===== config.mk =====
export PLATFORM = sky130hd
export DESIGN_NAME = lcg_stim_gen
export DESIGN_NICKNAME = d
export VERILOG_FILES = /design/src/rtl/lcg_stim_pkg.sv /design/src/rtl/lcg32_step.sv /design/src/rtl/lcg_stim_gen.sv
export SDC_FILE = /design/constraint.sdc
export NUM_CORES = 1
export LEC_CHECK = 0
export BUFFER_PORTS_ARGS = -buffer_cell sky130_fd_sc_hd__buf_4
export CAP_MARGIN = 5
export CORE_MARGIN = 2
export CORE_UTILIZATION = 57
export DETAILED_ROUTE_END_ITERATION = 16
export PLACE_DENSITY_LB_ADDON = 0.2
export RECOVER_POWER = 100
export SKIP_CTS_REPAIR_TIMING = 1
export SLEW_MARGIN = 20
export SYNTH_ARGS = -nofsm -noshare
export SYNTH_HDL_FRONTEND = slang
export SYNTH_HIERARCHICAL = 1
export SYNTH_SLANG_ARGS = --single-unit

===== constraint.sdc =====
create_clock -name clk -period 9.9 [get_ports clk]
set_clock_uncertainty 0.05 [all_clocks]
set_input_delay 1.98 -clock clk [delete_from_list [all_inputs] [get_ports clk]]
set_output_delay 1.98 -clock clk [all_outputs]
set_load 0.02 [all_outputs]

===== src/rtl/lcg_stim_pkg.sv =====
// -----------------------------------------------------------------------------
// lcg_stim_pkg
// Shared definitions for the LCG stimulus generator:
//   LCG_MUL / LCG_INC : constants of the 32-bit LCG
//                       state' = state * LCG_MUL + LCG_INC (mod 2^32)
//   lcg_state_e       : generator FSM states
//   lcg_next()        : one LCG step
// -----------------------------------------------------------------------------
package lcg_stim_pkg;

   localparam logic [31:0] LCG_MUL = 32'h41C6_4E6D;
   localparam logic [31:0] LCG_INC = 32'h0000_3039;

   typedef enum logic [1:0] {
      ST_IDLE    = 2'd0,
      ST_GEN     = 2'd1,
      ST_PRESENT = 2'd2,
      ST_DONE    = 2'd3
   } lcg_state_e;

   // Multiplication and addition wrap at 32 bits, which is the mod 2^32.
   function automatic logic [31:0] lcg_next(input logic [31:0] s);
      return s * LCG_MUL + LCG_INC;
   endfunction

endpackage


===== src/rtl/lcg32_step.sv =====
// -----------------------------------------------------------------------------
// lcg32_step
// Registered 32-bit LCG. The state register holds the most recently emitted
// value; next_val is the value the next advance will emit, so a consumer can
// capture next_val on the same edge that advances the state.
// Ports:
//   clk      in   clock, posedge
//   rst      in   synchronous active-high reset, loads SEED
//   load     in   load load_val into the state (wins over advance)
//   load_val in   32-bit seed value
//   advance  in   step the LCG once
//   next_val out  lcg_next(state), combinational from the state register
// -----------------------------------------------------------------------------
module lcg32_step
   import lcg_stim_pkg::*;
#(
   parameter logic [31:0] SEED = 32'd2746317213
) (
   input  logic        clk,
   input  logic        rst,
   input  logic        load,
   input  logic [31:0] load_val,
   input  logic        advance,
   output logic [31:0] next_val
);

   logic [31:0] state_q;

   assign next_val = lcg_next(state_q);

   always_ff @(posedge clk) begin
      if (rst) begin
         state_q <= SEED;
      end else if (load) begin
         state_q <= load_val;
      end else if (advance) begin
         state_q <= next_val;
      end
   end

endmodule


===== src/rtl/lcg_stim_gen.sv =====
// -----------------------------------------------------------------------------
// lcg_stim_gen
// Deterministic stimulus source: fills a WIDTH-bit vector one 32-bit LCG
// chunk per cycle and presents each finished vector on a valid/ready
// handshake, NUM_VECTORS vectors per run. The LCG state survives between
// vectors and runs, so the stream matches a software LCG with the same seed.
//
// Ports:
//   clk        in   sole clock, posedge
//   rst        in   synchronous active-high reset
//   seed_load  in   IDLE/DONE only: load seed_in into the LCG
//   seed_in    in   32-bit seed
//   start      in   IDLE/DONE only: begin a run (seed_load in the same cycle
//                   is applied first)
//   vec_valid  out  vec_data holds a complete vector
//   vec_ready  in   consumer accepts the vector
//   vec_data   out  vector; chunk k occupies bits [32k+31:32k], the top chunk
//                   keeps only the low bits of its LCG value
//   vec_index  out  0-based index of the presented vector
//   busy       out  generating or presenting
//   done       out  run complete, held until start or rst
//
// Handshake: a transfer happens on a posedge where vec_valid && vec_ready.
// While vec_valid is high, vec_data and vec_index do not change until that
// transfer; vec_ready has no effect while vec_valid is low. Every output is a
// flop, so nothing depends combinationally on vec_ready.
//
// Build option LCG_STIM_PREFETCH_EN: a shadow buffer keeps generating the next
// vector while the current one waits, giving one vector per NCHUNK cycles.
// Without it a single buffer is used, one vector per NCHUNK+1 cycles. The
// emitted sequence is identical either way.
// -----------------------------------------------------------------------------
module lcg_stim_gen
   import lcg_stim_pkg::*;
#(
   parameter int          WIDTH       = 345,
   parameter int          NUM_VECTORS = 21,
   parameter logic [31:0] SEED        = 32'd2746317213
) (
   input  logic             clk,
   input  logic             rst,
   input  logic             seed_load,
   input  logic [31:0]      seed_in,
   input  logic             start,
   output logic             vec_valid,
   input  logic             vec_ready,
   output logic [WIDTH-1:0] vec_data,
   output logic [15:0]      vec_index,
   output logic             busy,
   output logic             done
);

   localparam int NCHUNK = (WIDTH + 31) / 32;
   localparam int CNT_W  = (NCHUNK > 1) ? $clog2(NCHUNK) : 1;
   localparam int EXT_W  = NCHUNK * 32;

   localparam logic [CNT_W-1:0] LAST_CHUNK = CNT_W'(NCHUNK - 1);
   localparam logic [15:0]      LAST_IDX   = 16'(NUM_VECTORS - 1);

   // Write one 32-bit chunk into a vector. Work in a chunk-aligned width so
   // the top chunk simply loses the bits above WIDTH on the final cast.
   function automatic logic [WIDTH-1:0] merge_chunk(
      input logic [WIDTH-1:0] old_vec,
      input logic [CNT_W-1:0] idx,
      input logic [31:0]      val
   );
      logic [EXT_W-1:0] mask;
      logic [EXT_W-1:0] ins;
      mask = EXT_W'(32'hFFFF_FFFF) << {idx, 5'b0};
      ins  = EXT_W'(val) << {idx, 5'b0};
      return WIDTH'((EXT_W'(old_vec) & ~mask) | ins);
   endfunction

   lcg_state_e       state_q;
   lcg_state_e       state_d;
   logic [CNT_W-1:0] chunk_cnt;
   logic [31:0]      lcg_nxt;
   logic             lcg_load;
   logic             lcg_adv;
   logic             idle_like;
   logic             last_chunk;
   logic             last_vec;
   logic             handshake;

   assign idle_like  = (state_q == ST_IDLE) || (state_q == ST_DONE);
   assign last_chunk = (chunk_cnt == LAST_CHUNK);
   assign last_vec   = (vec_index == LAST_IDX);
   // vec_valid is high exactly in PRESENT, so the state stands in for it.
   assign handshake  = (state_q == ST_PRESENT) && vec_ready;
   assign lcg_load   = idle_like && seed_load;

   lcg32_step #(
      .SEED(SEED)
   ) u_lcg (
      .clk      (clk),
      .rst      (rst),
      .load     (lcg_load),
      .load_val (seed_in),
      .advance  (lcg_adv),
      .next_val (lcg_nxt)
   );

   // State register plus status flags registered from the next state, so
   // they line up with the state they describe.
   always_ff @(posedge clk) begin
      if (rst) begin
         state_q   <= ST_IDLE;
         vec_valid <= 1'b0;
         busy      <= 1'b0;
         done      <= 1'b0;
      end else begin
         state_q   <= state_d;
         vec_valid <= (state_d == ST_PRESENT);
         busy      <= (state_d == ST_GEN) || (state_d == ST_PRESENT);
         done      <= (state_d == ST_DONE);
      end
   end

`ifdef LCG_STIM_PREFETCH_EN

   logic [WIDTH-1:0] shadow_q;
   logic [WIDTH-1:0] shadow_merged;
   logic [WIDTH-1:0] avail_data;
   logic             shadow_full;
   logic [15:0]      gen_cnt;
   logic             gen_run;
   logic             gen_last;
   logic             avail;
   logic             slot_free;
   logic             xfer;

   localparam logic [15:0] NUM_VEC16 = 16'(NUM_VECTORS);

   // The generator runs independently of presentation until the shadow is
   // full or every vector of the run has been produced; it never starts a
   // vector past NUM_VECTORS-1, so the LCG ends a run where it would have
   // without prefetch.
   assign gen_run       = ((state_q == ST_GEN) || (state_q == ST_PRESENT)) &&
                          !shadow_full && (gen_cnt != NUM_VEC16);
   assign gen_last      = gen_run && last_chunk;
   assign shadow_merged = merge_chunk(shadow_q, chunk_cnt, lcg_nxt);
   // A vector is available either already parked in the shadow or being
   // completed on this edge (bypass straight to the output).
   assign avail         = shadow_full || gen_last;
   assign avail_data    = shadow_full ? shadow_q : shadow_merged;
   assign slot_free     = (state_q == ST_GEN) || (handshake && !last_vec);
   assign xfer          = slot_free && avail;
   assign lcg_adv       = gen_run;

   always_comb begin
      state_d = state_q;
      case (state_q)
         ST_IDLE, ST_DONE: if (start) state_d = ST_GEN;
         ST_GEN:           if (avail) state_d = ST_PRESENT;
         ST_PRESENT: begin
            if (vec_ready) begin
               if (last_vec)   state_d = ST_DONE;
               else if (avail) state_d = ST_PRESENT;
               else            state_d = ST_GEN;
            end
         end
         default:          state_d = ST_IDLE;
      endcase
   end

   always_ff @(posedge clk) begin
      if (rst) begin
         chunk_cnt   <= '0;
         vec_index   <= '0;
         vec_data    <= '0;
         shadow_q    <= '0;
         shadow_full <= 1'b0;
         gen_cnt     <= '0;
      end else if (idle_like) begin
         if (start) begin
            chunk_cnt   <= '0;
            vec_index   <= '0;
            gen_cnt     <= '0;
            shadow_full <= 1'b0;
         end
      end else begin
         if (gen_run) begin
            shadow_q  <= shadow_merged;
            chunk_cnt <= last_chunk ? '0 : chunk_cnt + CNT_W'(1);
         end
         if (gen_last) begin
            gen_cnt <= gen_cnt + 16'd1;
         end
         if (xfer) begin
            vec_data    <= avail_data;
            shadow_full <= 1'b0;
         end else if (gen_last) begin
            shadow_full <= 1'b1;
         end
         if (handshake && !last_vec) begin
            vec_index <= vec_index + 16'd1;
         end
      end
   end

`else

   // Single buffer: chunks land directly in vec_data. A half-built vector is
   // never flagged because vec_valid only rises on entry to PRESENT.
   assign lcg_adv = (state_q == ST_GEN);

   always_comb begin
      state_d = state_q;
      case (state_q)
         ST_IDLE, ST_DONE: if (start) state_d = ST_GEN;
         ST_GEN:           if (last_chunk) state_d = ST_PRESENT;
         ST_PRESENT: begin
            if (vec_ready) state_d = last_vec ? ST_DONE : ST_GEN;
         end
         default:          state_d = ST_IDLE;
      endcase
   end

   always_ff @(posedge clk) begin
      if (rst) begin
         chunk_cnt <= '0;
         vec_index <= '0;
         vec_data  <= '0;
      end else begin
         case (state_q)
            ST_IDLE, ST_DONE: begin
               if (start) begin
                  chunk_cnt <= '0;
                  vec_index <= '0;
               end
            end
            ST_GEN: begin
               vec_data  <= merge_chunk(vec_data, chunk_cnt, lcg_nxt);
               chunk_cnt <= last_chunk ? '0 : chunk_cnt + CNT_W'(1);
            end
            ST_PRESENT: begin
               if (vec_ready && !last_vec) begin
                  vec_index <= vec_index + 16'd1;
               end
            end
            default: ;
         endcase
      end
   end

`endif

endmodule


==> metrics.txt <==
Synth Instances=2,845; combined global-route utilization of all metal layers=37.1%; buffering stage count on the worst path with inverters included=6; number of max-cap violations=9; data required time of the worst path=10,330 ps; buffer depth of the longest clock path=3; largest incremental delay on the critical path=650 ps; count of endpoints failing setup in the final report=0; class of the tightest hold or removal check=reg -> reg; count of warnings emitted by yosys=6; critical path cell sequence=inv_1, ha_1, inv_1, ha_1, inv_1, fa_1, inv_1, fa_1, ha_1, fa_1, fa_1, inv_1, fa_1, inv_1, ha_1, nand4_1, nor3_1, o21ai_0, a311oi_1, a21boi_0, o21ai_0, xor2_1, nand2_1, a31oi_1; Routed WL=81,300 microns; clock insertion delay at the later pin of the skew report=570 ps; Post-DRT Antenna Nets=0; Root Buffer Master=sky130_fd_sc_hd__clkbuf_16; Arr. time, crit path=9130 ps; average cell area after synthesis=8.43 sq um; DRT Pass-1 Iters=6; DRC violations left=0; port buffer count=400; largest fanout of any net on the critical path=16; most frequent cells in the layout=sky130_fd_sc_hd__nand2_1 (617), sky130_fd_sc_hd__inv_1 (420), sky130_fd_sc_hd__dfxtp_1 (402); slew at the pin closest to its max-slew limit=3910 ps; DR WL/cell=21.8 microns; htree depth=2; Seq/Total Area, Yosys=33.6%; chip width=209 microns; row cnt=75; Clock Sinks=402; CP max-delay cell=sky130_fd_sc_hd__dfxtp_1; kind of capture point of the worst setup path=flop; Starting Density=57.4%; share of flip-flops with an asynchronous set or reset after synthesis=0%; initial antenna violation count=1; setup TNS after final layout=0 ps; die boundary height=209 microns; number of global-route vias before repair=21,100; violations in the final reports=capacitance limit, slew limit; number of DRC violations after detailed-routing iteration 0=1,825; top achievable clock speed=115 MHz; final RePlAce weighted congestion=0.972; final-layout fill cell count=3,766; CTS tree=built; most frequent standard cell in the layout excluding fill and tap cells=sky130_fd_sc_hd__nand2_1; share of post-route cells with drive strength above 1=4.41%; Layout area overhead=14.2%; element type at the critical path start=flop; final period demand of the worst path=8700 ps; largest net degree at the start of global routing=225; mapped cell area=24,000 sq um; final number of max-transition violations=333; antenna fix cells=0; Max transition margin=-161%; core outline area=41,800 sq um; run status=finished with violations; startpoint-to-endpoint class of the critical path=reg -> reg; die outline area=43,700 sq um; grt total ovfl=0; Net count, final=3,605; final critical-path share of the clock period=87.9%; Synth Net Count=3,283; final core area utilization=65.5%; flops & latches, synth=402; number of I/O pins=401; unrepaired setup endpoints after global routing=false; CP most frequent cell=sky130_fd_sc_hd__inv_1; number of hold violations in the final report=0; first-pass GRT wire length=125,000 microns; clock-pin slew reported for the worst setup and hold paths after clock tree synthesis=60 ps; number of enable flip-flop cells after synthesis=0; sum of net half-perimeters after detailed placement=61,100 microns; cell family with the largest share of critical-path delay=adder cells; via count of the routed design=21,200; leading register cell type out of synthesis=sky130_fd_sc_hd__dfxtp_1; library cells used by synthesis=64; DR vias/cell=5.67; total CTS buffers=43
[worst reg2reg max path, stage by stage (launching register included)]
cell                       delay (ps)
sky130_fd_sc_hd__dfxtp_1          650
sky130_fd_sc_hd__inv_1            410
sky130_fd_sc_hd__ha_1             450
sky130_fd_sc_hd__inv_1            530
sky130_fd_sc_hd__ha_1             270
sky130_fd_sc_hd__inv_1             60
sky130_fd_sc_hd__fa_1             540
sky130_fd_sc_hd__inv_1             60
sky130_fd_sc_hd__fa_1             420
sky130_fd_sc_hd__ha_1             290
sky130_fd_sc_hd__fa_1             460
sky130_fd_sc_hd__fa_1             560
sky130_fd_sc_hd__inv_1             60
sky130_fd_sc_hd__fa_1             540
sky130_fd_sc_hd__inv_1             40
sky130_fd_sc_hd__ha_1             350
sky130_fd_sc_hd__nand4_1          160
sky130_fd_sc_hd__nor3_1           200
sky130_fd_sc_hd__o21ai_0          170
sky130_fd_sc_hd__a311oi_1         630
sky130_fd_sc_hd__a21boi_0         310
sky130_fd_sc_hd__o21ai_0          280
sky130_fd_sc_hd__xor2_1           650
sky130_fd_sc_hd__nand2_1          150
sky130_fd_sc_hd__a31oi_1          320
[per-layer routing]
metal | global-route usage, % | vias to the layer above | part of all wire (%)
li1 | - | 9673 | -
met1 | 47.4 | 10300 | 39
met2 | 59.2 | 998 | 46
met3 | 10.0 | 252 | 9.8
met4 | 16.6 | 0 | 5.4
met5 | 0 | - | 0
[sequential cells by signal, summed over array words and instances (netlist names)]
name,count
vec_data,345
chunk_cnt,4
vec_index,16
busy,1
state_q,2
done,1
vec_valid,1
u_lcg/state_q,32
[synth_stat cells (7+ instances only)]
library cell               instances  share of area, %
sky130_fd_sc_hd__nor3_1           16              0.33
sky130_fd_sc_hd__inv_1           420               6.6
sky130_fd_sc_hd__nor2b_1          15              0.39
sky130_fd_sc_hd__nand4_1          10              0.26
sky130_fd_sc_hd__a31oi_1          21              0.55
sky130_fd_sc_hd__xor2_1           18              0.66
sky130_fd_sc_hd__xnor2_1          49               1.8
sky130_fd_sc_hd__mux2i_1          21              0.88
sky130_fd_sc_hd__o21ai_0          23              0.48
sky130_fd_sc_hd__nand2b_1         24              0.63
sky130_fd_sc_hd__a211oi_1          7              0.22
sky130_fd_sc_hd__dfxtp_1         402                34
sky130_fd_sc_hd__ha_1            216                11
sky130_fd_sc_hd__o21bai_1          8              0.25
sky130_fd_sc_hd__o21a_1            7              0.22
sky130_fd_sc_hd__nor2_1          120               1.9
sky130_fd_sc_hd__nand2_1         617               9.7
sky130_fd_sc_hd__a21o_1            8              0.25
sky130_fd_sc_hd__a22oi_1          66               2.1
sky130_fd_sc_hd__fa_1            185                15
sky130_fd_sc_hd__nand3_1          10              0.21
sky130_fd_sc_hd__clkbuf_1        156               2.4
sky130_fd_sc_hd__a21oi_1         340               7.1
[final timing paths]
kind	cells after the start	slack [ps]	start	endpoint
setup reg to reg	24	1200	u_lcg/state_q[0]$_SDFFE_PP1P_	u_lcg/state_q[29]$_SDFFE_PP1P_
hold reg to reg	2	400	vec_data[324]$_SDFFE_PP0P_	vec_data[324]$_SDFFE_PP0P_
setup / recovery	24	1200	u_lcg/state_q[0]$_SDFFE_PP1P_	u_lcg/state_q[29]$_SDFFE_PP1P_
hold / removal	2	400	vec_data[324]$_SDFFE_PP0P_	vec_data[324]$_SDFFE_PP0P_
[through the flow]
step | setup WS (ps) | cell area [sq um] | hold slack, ps | instances
5_1_grt | 764 | 27400 | 420 | 3737
4_1_cts | 1670 | 28900 | 405 | 3737
6_report | 1200 | 27400 | 403 | 3737
2_1_floorplan | 2920 | 24000 | 433 | 2845
3_3_place_gp | 1980 | 27400 | 392 | 3661
3_5_place_dp | 1810 | 27400 | 397 | 3661
[cell type report]
cell class                      count  area, sq um  share of cell area, %
Inverter                          420         1580                   5.76
Tap cell                          539          674                   2.46
Clock inverter                     16          233                  0.850
Multi-Input combinational cell   1859        13700                   50.2
Sequential cell                   402         8050                   29.4
Timing Repair Buffer              441         1880                   6.88
Clock buffer                       60         1230                   4.50
[kinds of logic (layout without fill, tap and decap cells)]
kind of cell	count (synthesis)	count (layout)	share of synthesized area [%]
AND/OR/NAND/NOR	847	847	14.4
AO/OA/AOI/OAI	521	521	12.7
XOR/XNOR	67	67	2.45
adder cells (fa/ha/maj)	401	401	26.7
flip-flops	402	402	33.6
multiplexers	23	23	0.971
buffers and inverters	584	937	9.21
Power is not shown: default switching activity piles up to over one toggle a cycle in this logic, so the estimate is an artifact.
